File: config.mk
export PLATFORM = sky130hd
export DESIGN_NAME = button_event_decoder
export DESIGN_NICKNAME = d
export VERILOG_FILES = /design/src/rtl/btn_pkg.sv /design/src/rtl/sync_2ff.sv /design/src/rtl/button_event_decoder.sv
export SDC_FILE = /design/constraint.sdc
export NUM_CORES = 1
export LEC_CHECK = 0
export ABC_CLOCK_PERIOD_IN_PS = 3400
export CORE_ASPECT_RATIO = 1.75
export CORE_MARGIN = 1.5
export CORE_UTILIZATION = 35
export DETAILED_ROUTE_END_ITERATION = 16
export DONT_BUFFER_PORTS = 1
export SLEW_MARGIN = 20
export SYNTH_ARGS = -nofsm -noshare
export SYNTH_HDL_FRONTEND = slang
export SYNTH_HIERARCHICAL = 1
export SYNTH_SLANG_ARGS = --single-unit
File: constraint.sdc
create_clock -name clk_50MHz -period 3.4 [get_ports clk_50MHz]
set_clock_uncertainty 0.15 [all_clocks]
set_input_delay 0.51 -clock clk_50MHz [delete_from_list [all_inputs] [get_ports clk_50MHz]]
set_output_delay 0.51 -clock clk_50MHz [all_outputs]
set_load 0.05 [all_outputs]
File: src/rtl/btn_pkg.sv
// btn_pkg: shared types and timing helpers for button decoders.
// Imported by every button pin decoder in the project.
package btn_pkg;

   typedef enum logic [1:0] {
      IDLE,
      PRESSED,
      LONG_HELD
   } btn_state_t;

   localparam int SIM_DEB  = 16;
   localparam int SIM_LONG = 256;

   function automatic int cycles_from_us(input int clk_hz, input int us);
      return (clk_hz / 1_000_000) * us;
   endfunction

endpackage

File: src/rtl/sync_2ff.sv
// sync_2ff: two-flop synchroniser for one asynchronous pin.
// Both flops clear to 0 on reset.
module sync_2ff (
   input  logic clk,
   input  logic rst_n,
   input  logic d,
   output logic q
);

   logic meta;

   // Two back-to-back flops give metastability time to settle.
   always_ff @(posedge clk or negedge rst_n) begin
      if (!rst_n) begin
         meta <= 1'b0;
         q    <= 1'b0;
      end else begin
         meta <= d;
         q    <= meta;
      end
   end

endmodule

File: src/rtl/button_event_decoder.sv
// button_event_decoder: sync, debounce and event FSM for one pin.
// Emits a registered level plus press, release and long-press pulses.
module button_event_decoder
   import btn_pkg::*;
#(
   parameter int CLK_HZ        = 50_000_000,
   parameter int DEBOUNCE_US   = 10_000,
   parameter int LONG_PRESS_MS = 1_000,
   parameter bit ACTIVE_HIGH   = 1'b1,
   parameter bit simulation    = 1'b0
) (
   input  logic clk_50MHz,
   input  logic rst_n_i,
   input  logic button_i,
   output logic pressed_o,
   output logic press_o,
   output logic release_o,
   output logic long_press_o
);

   localparam int DEB = simulation ? SIM_DEB
                      : cycles_from_us(CLK_HZ, DEBOUNCE_US);
   localparam int LONG = simulation ? SIM_LONG
                       : (CLK_HZ / 1_000) * LONG_PRESS_MS;
   localparam int DW = $clog2(DEB + 1);
   localparam int HW = $clog2(LONG + 1);
   localparam logic [DW-1:0] DEB_LAST  = DW'(DEB - 1);
   localparam logic [HW-1:0] LONG_LAST = HW'(LONG - 1);

   generate
      if (DEB < 2) begin : g_deb_chk
         $error("debounce count must be at least 2");
      end
      if (LONG < 2) begin : g_long_chk
         $error("long-press count must be at least 2");
      end
   endgenerate

   logic            sync_q;
   logic            s;
   logic            differ;
   logic            accept;
   logic            press_acc;
   logic            release_acc;
   logic [DW-1:0]   dcnt;
   logic [HW-1:0]   hcnt;
   logic [HW-1:0]   hcnt_d;
   btn_state_t      state;
   btn_state_t      state_d;
   logic            pressed_d;
   logic            press_d;
   logic            release_d;
   logic            long_d;

   sync_2ff u_sync (
      .clk   (clk_50MHz),
      .rst_n (rst_n_i),
      .d     (button_i),
      .q     (sync_q)
   );

   // Registered polarity fix so s is always 1 for a pressed pin.
   always_ff @(posedge clk_50MHz or negedge rst_n_i) begin
      if (!rst_n_i) begin
         s <= 1'b0;
      end else begin
         s <= ACTIVE_HIGH ? sync_q : ~sync_q;
      end
   end

   assign differ      = (s != pressed_o);
   assign accept      = differ && (dcnt == DEB_LAST);
   assign press_acc   = accept && !pressed_o;
   assign release_acc = accept && pressed_o;

   // Any bounce back to the current level restarts the stable count.
   always_ff @(posedge clk_50MHz or negedge rst_n_i) begin
      if (!rst_n_i) begin
         dcnt <= '0;
      end else if (!differ || accept) begin
         dcnt <= '0;
      end else begin
         dcnt <= dcnt + 1'b1;
      end
   end

   // State, hold counter and all outputs; reset drops them silently.
   always_ff @(posedge clk_50MHz or negedge rst_n_i) begin
      if (!rst_n_i) begin
         state        <= IDLE;
         hcnt         <= '0;
         pressed_o    <= 1'b0;
         press_o      <= 1'b0;
         release_o    <= 1'b0;
         long_press_o <= 1'b0;
      end else begin
         state        <= state_d;
         hcnt         <= hcnt_d;
         pressed_o    <= pressed_d;
         press_o      <= press_d;
         release_o    <= release_d;
         long_press_o <= long_d;
      end
   end

   // Next state and event pulses; a release beats the hold threshold.
   always_comb begin
      state_d   = state;
      hcnt_d    = hcnt;
      pressed_d = pressed_o;
      press_d   = 1'b0;
      release_d = 1'b0;
      long_d    = 1'b0;
      unique case (state)
         IDLE: begin
            if (press_acc) begin
               state_d   = PRESSED;
               hcnt_d    = '0;
               pressed_d = 1'b1;
               press_d   = 1'b1;
            end
         end
         PRESSED: begin
            if (release_acc) begin
               state_d   = IDLE;
               pressed_d = 1'b0;
               release_d = 1'b1;
            end else if (hcnt == LONG_LAST) begin
               state_d = LONG_HELD;
               long_d  = 1'b1;
            end else begin
               hcnt_d = hcnt + 1'b1;
            end
         end
         LONG_HELD: begin
            if (release_acc) begin
               state_d   = IDLE;
               pressed_d = 1'b0;
               release_d = 1'b1;
            end
         end
         default: begin
            state_d = IDLE;
         end
      endcase
   end

endmodule

* Yosys cells after proc, flatten, opt, wreduce, memory -nomap -nowiden
Cells that the tools add are included.
Word-level totals: ROM bits 0, flip-flop bits (word level) 54, output and inout port bits 4, memory bits (writable) 0, bits of input ports 3, bits in latches 0, memories 0, word-level logic and storage cells 56
Cells by class: $add $sub $neg 2, muxes and demuxes 20, $mul 0, bitwise logic cells 0, eq/ne operators 11, div/mod/pow operators 0, reductions and logical operators 13, shift operators 0, $lt $le $gt $ge 0
Operator list (count):
- $mux W26 | 3
- $pmux W26 S2 | 1
- $add A26 B1 Y26 const B | 1
- $eq A26 B26 Y1 const B | 1
- $add A19 B1 Y19 const B | 1
- $eq A19 B19 Y1 const B | 1
- $mux W19 | 1
- $mux W1 | 9
- $mux W2 | 4
- $ne A2 B2 Y1 const B | 4
- $pmux W2 S3 | 1
- $reduce_and A3 Y1 | 2
- $reduce_and A4 Y1 | 1
- $reduce_bool A2 Y1 | 2
- $logic_and A1 B1 Y1 | 3
- $ne A3 B3 Y1 const B | 1
- $eq A2 B1 Y1 const B | 1
- $eq A2 B2 Y1 const B | 1
- $logic_not A1 Y1 | 2
- $logic_not A2 Y1 | 1
- $ne A2 B1 Y1 const B | 1
- $pmux W1 S2 | 1
- $reduce_or A2 Y1 | 1
- $logic_or A1 B1 Y1 | 1
- $ne A1 B1 Y1 | 1

* Depth between registers and ports, before layout
depth in word-level cells 5, depth in mapped cells 10, depth with buffers taken out 8

* Hierarchy
Netlist, hierarchy kept.
By module, submodules not included:
- button_event_decoder | times used 1, area an instance 2992.9 sq um, cells an instance 314, sequential area each 1301.2 sq um
- sync_2ff | times used 1, area an instance 50.0 sq um, cells an instance 2, sequential area each 50.0 sq um

* Worst setup path before layout
Ideal clock, no wire load.
path kind reg2reg, start point reg dcnt[6], end point reg hcnt[19], setup slack 0.944 ns, clock period less this slack 2.456 ns, stages on the path, launching flop included 9, setup time 0.073 ns, arrival time 2.233 ns, required time 3.177 ns, buffers on the path 2, cells stage by stage dfrtp_1 > or4b_4 > o41a_1 > a211oi_4 > and2_1 > buf_6 > buf_12 > a31oi_1 > a21oi_2
Between the ends: longest elaborated chain between the ends 5, elaborated cells between the ends (all ways) 7, classes of those cells eq/ne: 3; reduce/logical: 4
Ends and longest elaborated chain:
- from (decl) | line button_event_decoder.sv:45 | logic [DW-1:0] dcnt;
- from (signal assigned) | line button_event_decoder.sv:83 | dcnt <= dcnt + 1'b1;
- $eq A19 B19 Y1 * | line button_event_decoder.sv:72 | assign accept = differ && (dcnt == DEB_LAST);
- $logic_and A1 B1 Y1 * | line button_event_decoder.sv:72
- $logic_and A1 B1 Y1 (on tied branches) | line button_event_decoder.sv:74, button_event_decoder.sv:73
- $ne A2 B2 Y1 (no source line)
- $reduce_and A4 Y1 (no source line) *
- to (signal assigned) | line button_event_decoder.sv:98 | hcnt <= hcnt_d;
- to (decl) | line button_event_decoder.sv:46 | logic [HW-1:0] hcnt;
Mark *: on every way between the ends. The rest lies on a longest branch, timed or not. A chain may end at the register's enable or synchronous reset.

* Worst setup path after layout
start point reg dcnt[6], end point reg hcnt[11]
The elaborated chain is that of the path after synthesis.

==> results.json <==
{
  "worstMarginPinSlew_ns": 0.709,
  "pwr-share-seq_pct": 51.1,
  "dp_slack_ns": 0.664,
  "clock-sinks": 54,
  "synth.top_cells.by_area": "dfrtp_1, a31oi_1, nand3_1",
  "clkSlewWorstSetupHoldPaths_ns": 0.07,
  "pwr_dens_nw_per_um2": 378,
  "die_width_microns": 73.5,
  "mappedNetlistArea_sq_um": 3040,
  "antenna_violations_before_repair": 0,
  "overflow_left_after_global_routing": 0,
  "synth_sequential_area_ratio_pct": 44.4,
  "setup_violations": 0,
  "final.setup.worst_slack_ns": 0.671,
  "critical_path_type": "reg -> reg",
  "drt_first_pass_iters": 4,
  "clock_latency_late_sink_ns": 0.30,
  "hold_violations": 0,
  "wl_per_cell_microns": 16.3,
  "critPathRequiredTime_ns": 3.46,
  "synth_async_sr_flop_share_pct": 100,
  "worst_ir_drop_vdd_v": 0.000183,
  "synthDistinctLibCells": 57,
  "yosys_most_used_dff": "dfrtp_1",
  "floorplan.die.height_microns": 126,
  "whs_ns": 0.0901,
  "vias": 2451,
  "drtAntennaViolNets": 0,
  "first_global_vias": 2513,
  "drt_iter0_markers": 131,
  "die_outline_area_sq_um": 9280,
  "antenna-diode-count": 0,
  "power.switching_uw": 255,
  "area.growth.synth_to_final_pct": 10.5,
  "min_period_ns": 2.73,
  "cts_setup_buffers": 0,
  "clockRootBuffer": "clkbuf_16",
  "detailed_place_hpwl_microns": 5020,
  "maxSlewHeadroom_pct": 52.6,
  "timing.hold.worst.class": "in -> reg",
  "detail_route.wirelength_microns": 7140,
  "synth.cells.most_frequent": "dfrtp_1, nand3_1, nor2_1",
  "power_frac_comb_pct": 2.1,
  "io_pins": 7,
  "worst-path-max-fanout": 17,
  "tritoncts": "done",
  "postSynthNetCount": 325,
  "gpl_wtd_cong": 0.810,
  "p_leak_uw": 0.00132,
  "syn-instance-count": 316,
  "synth.most_common_cell": "dfrtp_1",
  "maxCapViolCount": 0,
  "layout-drive-gt1-share_pct": 8.98,
  "start_util_pct": 36.4,
  "finalMaxSlewViolations": 0,
  "yosysTopAreaCellShare_pct": 44.4,
  "first_pass_grt_wire_length_microns": 12400,
  "design.core.area_sq_um": 8370,
  "avgViaCountPerCell": 5.60,
  "crit_path_start_kind": "register",
  "ctsHtreeMaxLevel": 2,
  "clock_power_share_pct": 46.8,
  "tritoncts.num_buffers": 5,
  "timing.final.crit_share_pct": 80.3,
  "fp-row-count": 44,
  "pin_count_of_the_biggest_net_entering_global_routing": 55,
  "power_switching_share_pct": 20.0,
  "max_freq_mhz": 366,
  "synth.ff_latch_count": 54,
  "yosys.area.top_type": "dfrtp_1",
  "cts_resized": 0,
  "clockBufferDepth": 2,
  "fin_setup_tns_ns": 0,
  "track_usage_pct": 16.9,
  "fin_nets": 332,
  "internal_power_uw": 1020,
  "status": "finished, final reports clean",
  "rsz0062_at_grt": "no",
  "syn_avg_cell_area_sq_um": 9.63,
  "route.detailed.drc": 0,
  "portBuffers": 0,
  "post_synth_edffs": 0,
  "synth_warnings": 6,
  "endpoint_kind": "register",
  "critPathArrivalTime_ns": 2.79
}
[cells by family after synthesis]
logic type | share of synthesized area (%)
XOR/XNOR | 4.32
adder cells (fa/ha/maj) | 2.47
multiplexers | 0.658
flip-flops | 44.4
AO/OA/AOI/OAI | 18.5
buffers and inverters | 4.19
AND/OR/NAND/NOR | 25.4
[metrics by stage]
stage | total power [uW] | area (sq um) | std cells | util (%)
after global placement | 673 | 3160 | 429 | 37.7
after detailed placement | 673 | 3160 | 429 | 37.7
after CTS | 1280 | 3360 | 438 | 40.2
after floorplan | 670 | 3040 | 316 | -
after global routing | 1320 | 3360 | 438 | 40.2
final | 1270 | 3360 | 438 | 40.2
[sequential cells by signal, summed over array words and instances, names as in the netlist]
register / count
hcnt: 26
dcnt: 19
u_sync/q: 1
u_sync/meta: 1
state: 2
release_o: 1
pressed_o: 1
s: 1
press_o: 1
long_press_o: 1
[power by group through the flow]
stage	combinational, uW	sequential [uW]	clock (uW)
after floorplan	7.90	662	0
after global placement	9.88	663	0
after detailed placement	10.2	663	0
after CTS	28.7	651	602
after global routing	32.1	651	638
final	26.9	651	595
[critical path, stage by stage, from the launching register on]
cell      delay [ns]
dfrtp_1         0.43
or4b_4          0.57
o41a_1          0.42
a211oi_4        0.35
and2_1          0.17
buf_4           0.23
a41oi_1         0.14
a31oi_1         0.18
[cell usage in the layout (no fill, tap or decap), types with 7 or more instances in the layout]
cell,synthesis,routed
a21oi_1,14,14
a31oi_1,24,24
and3_1,10,10
buf_4,0,7
dfrtp_1,54,54
inv_1,12,12
nand2_1,24,24
nand3_1,26,26
nand4_1,7,7
nor2_1,25,25
nor3_1,10,10
o21ai_0,12,12
xor2_1,9,9
[layer usage]
metal	track usage (%)	share of wire [%]	vias to the layer above
met2	29.8	54	43
met4	7.95	3.2	0
met3	3.10	2.6	10
met1	19.1	40	1213
met5	0	0	-
li1	-	-	1185
[path summary, 6_finish.rpt]
| path | startpoint | end | slack [ns] | depth (start not counted) |
|---|---|---|---|---|
| worst max-delay path | dcnt[6] | hcnt[11] | 0.67 | 7 |
| worst min-delay path | button_i | u_sync/meta | 0.09 | 0 |
| worst max register to register | dcnt[6] | hcnt[11] | 0.67 | 7 |
| worst min register to register | u_sync/meta | u_sync/q | 0.20 | 0 |
| max in group asynchronous | rst_n_i | hcnt[22] | 2.26 | 2 |
| min in group asynchronous | rst_n_i | press_o | 0.58 | 2 |
[what timing repair did]
action                                  in CTS  in global routing
endpoints found under the hold margin       54                  0
endpoints found under the setup margin       0                  0
hold buffers                                 2                  0
[layout make-up]
class                   instances  area [sq um]
fillers                       830          5000
repair buffers                  9          90.1
well taps                     115           144
inverters                      12          45.0
clock inverters                 1          30.0
multi-input cells             241          1560
flip-flops and latches         54          1350
clock buffers                   6           139
Note: power is estimated with default switching activity, not from simulation.
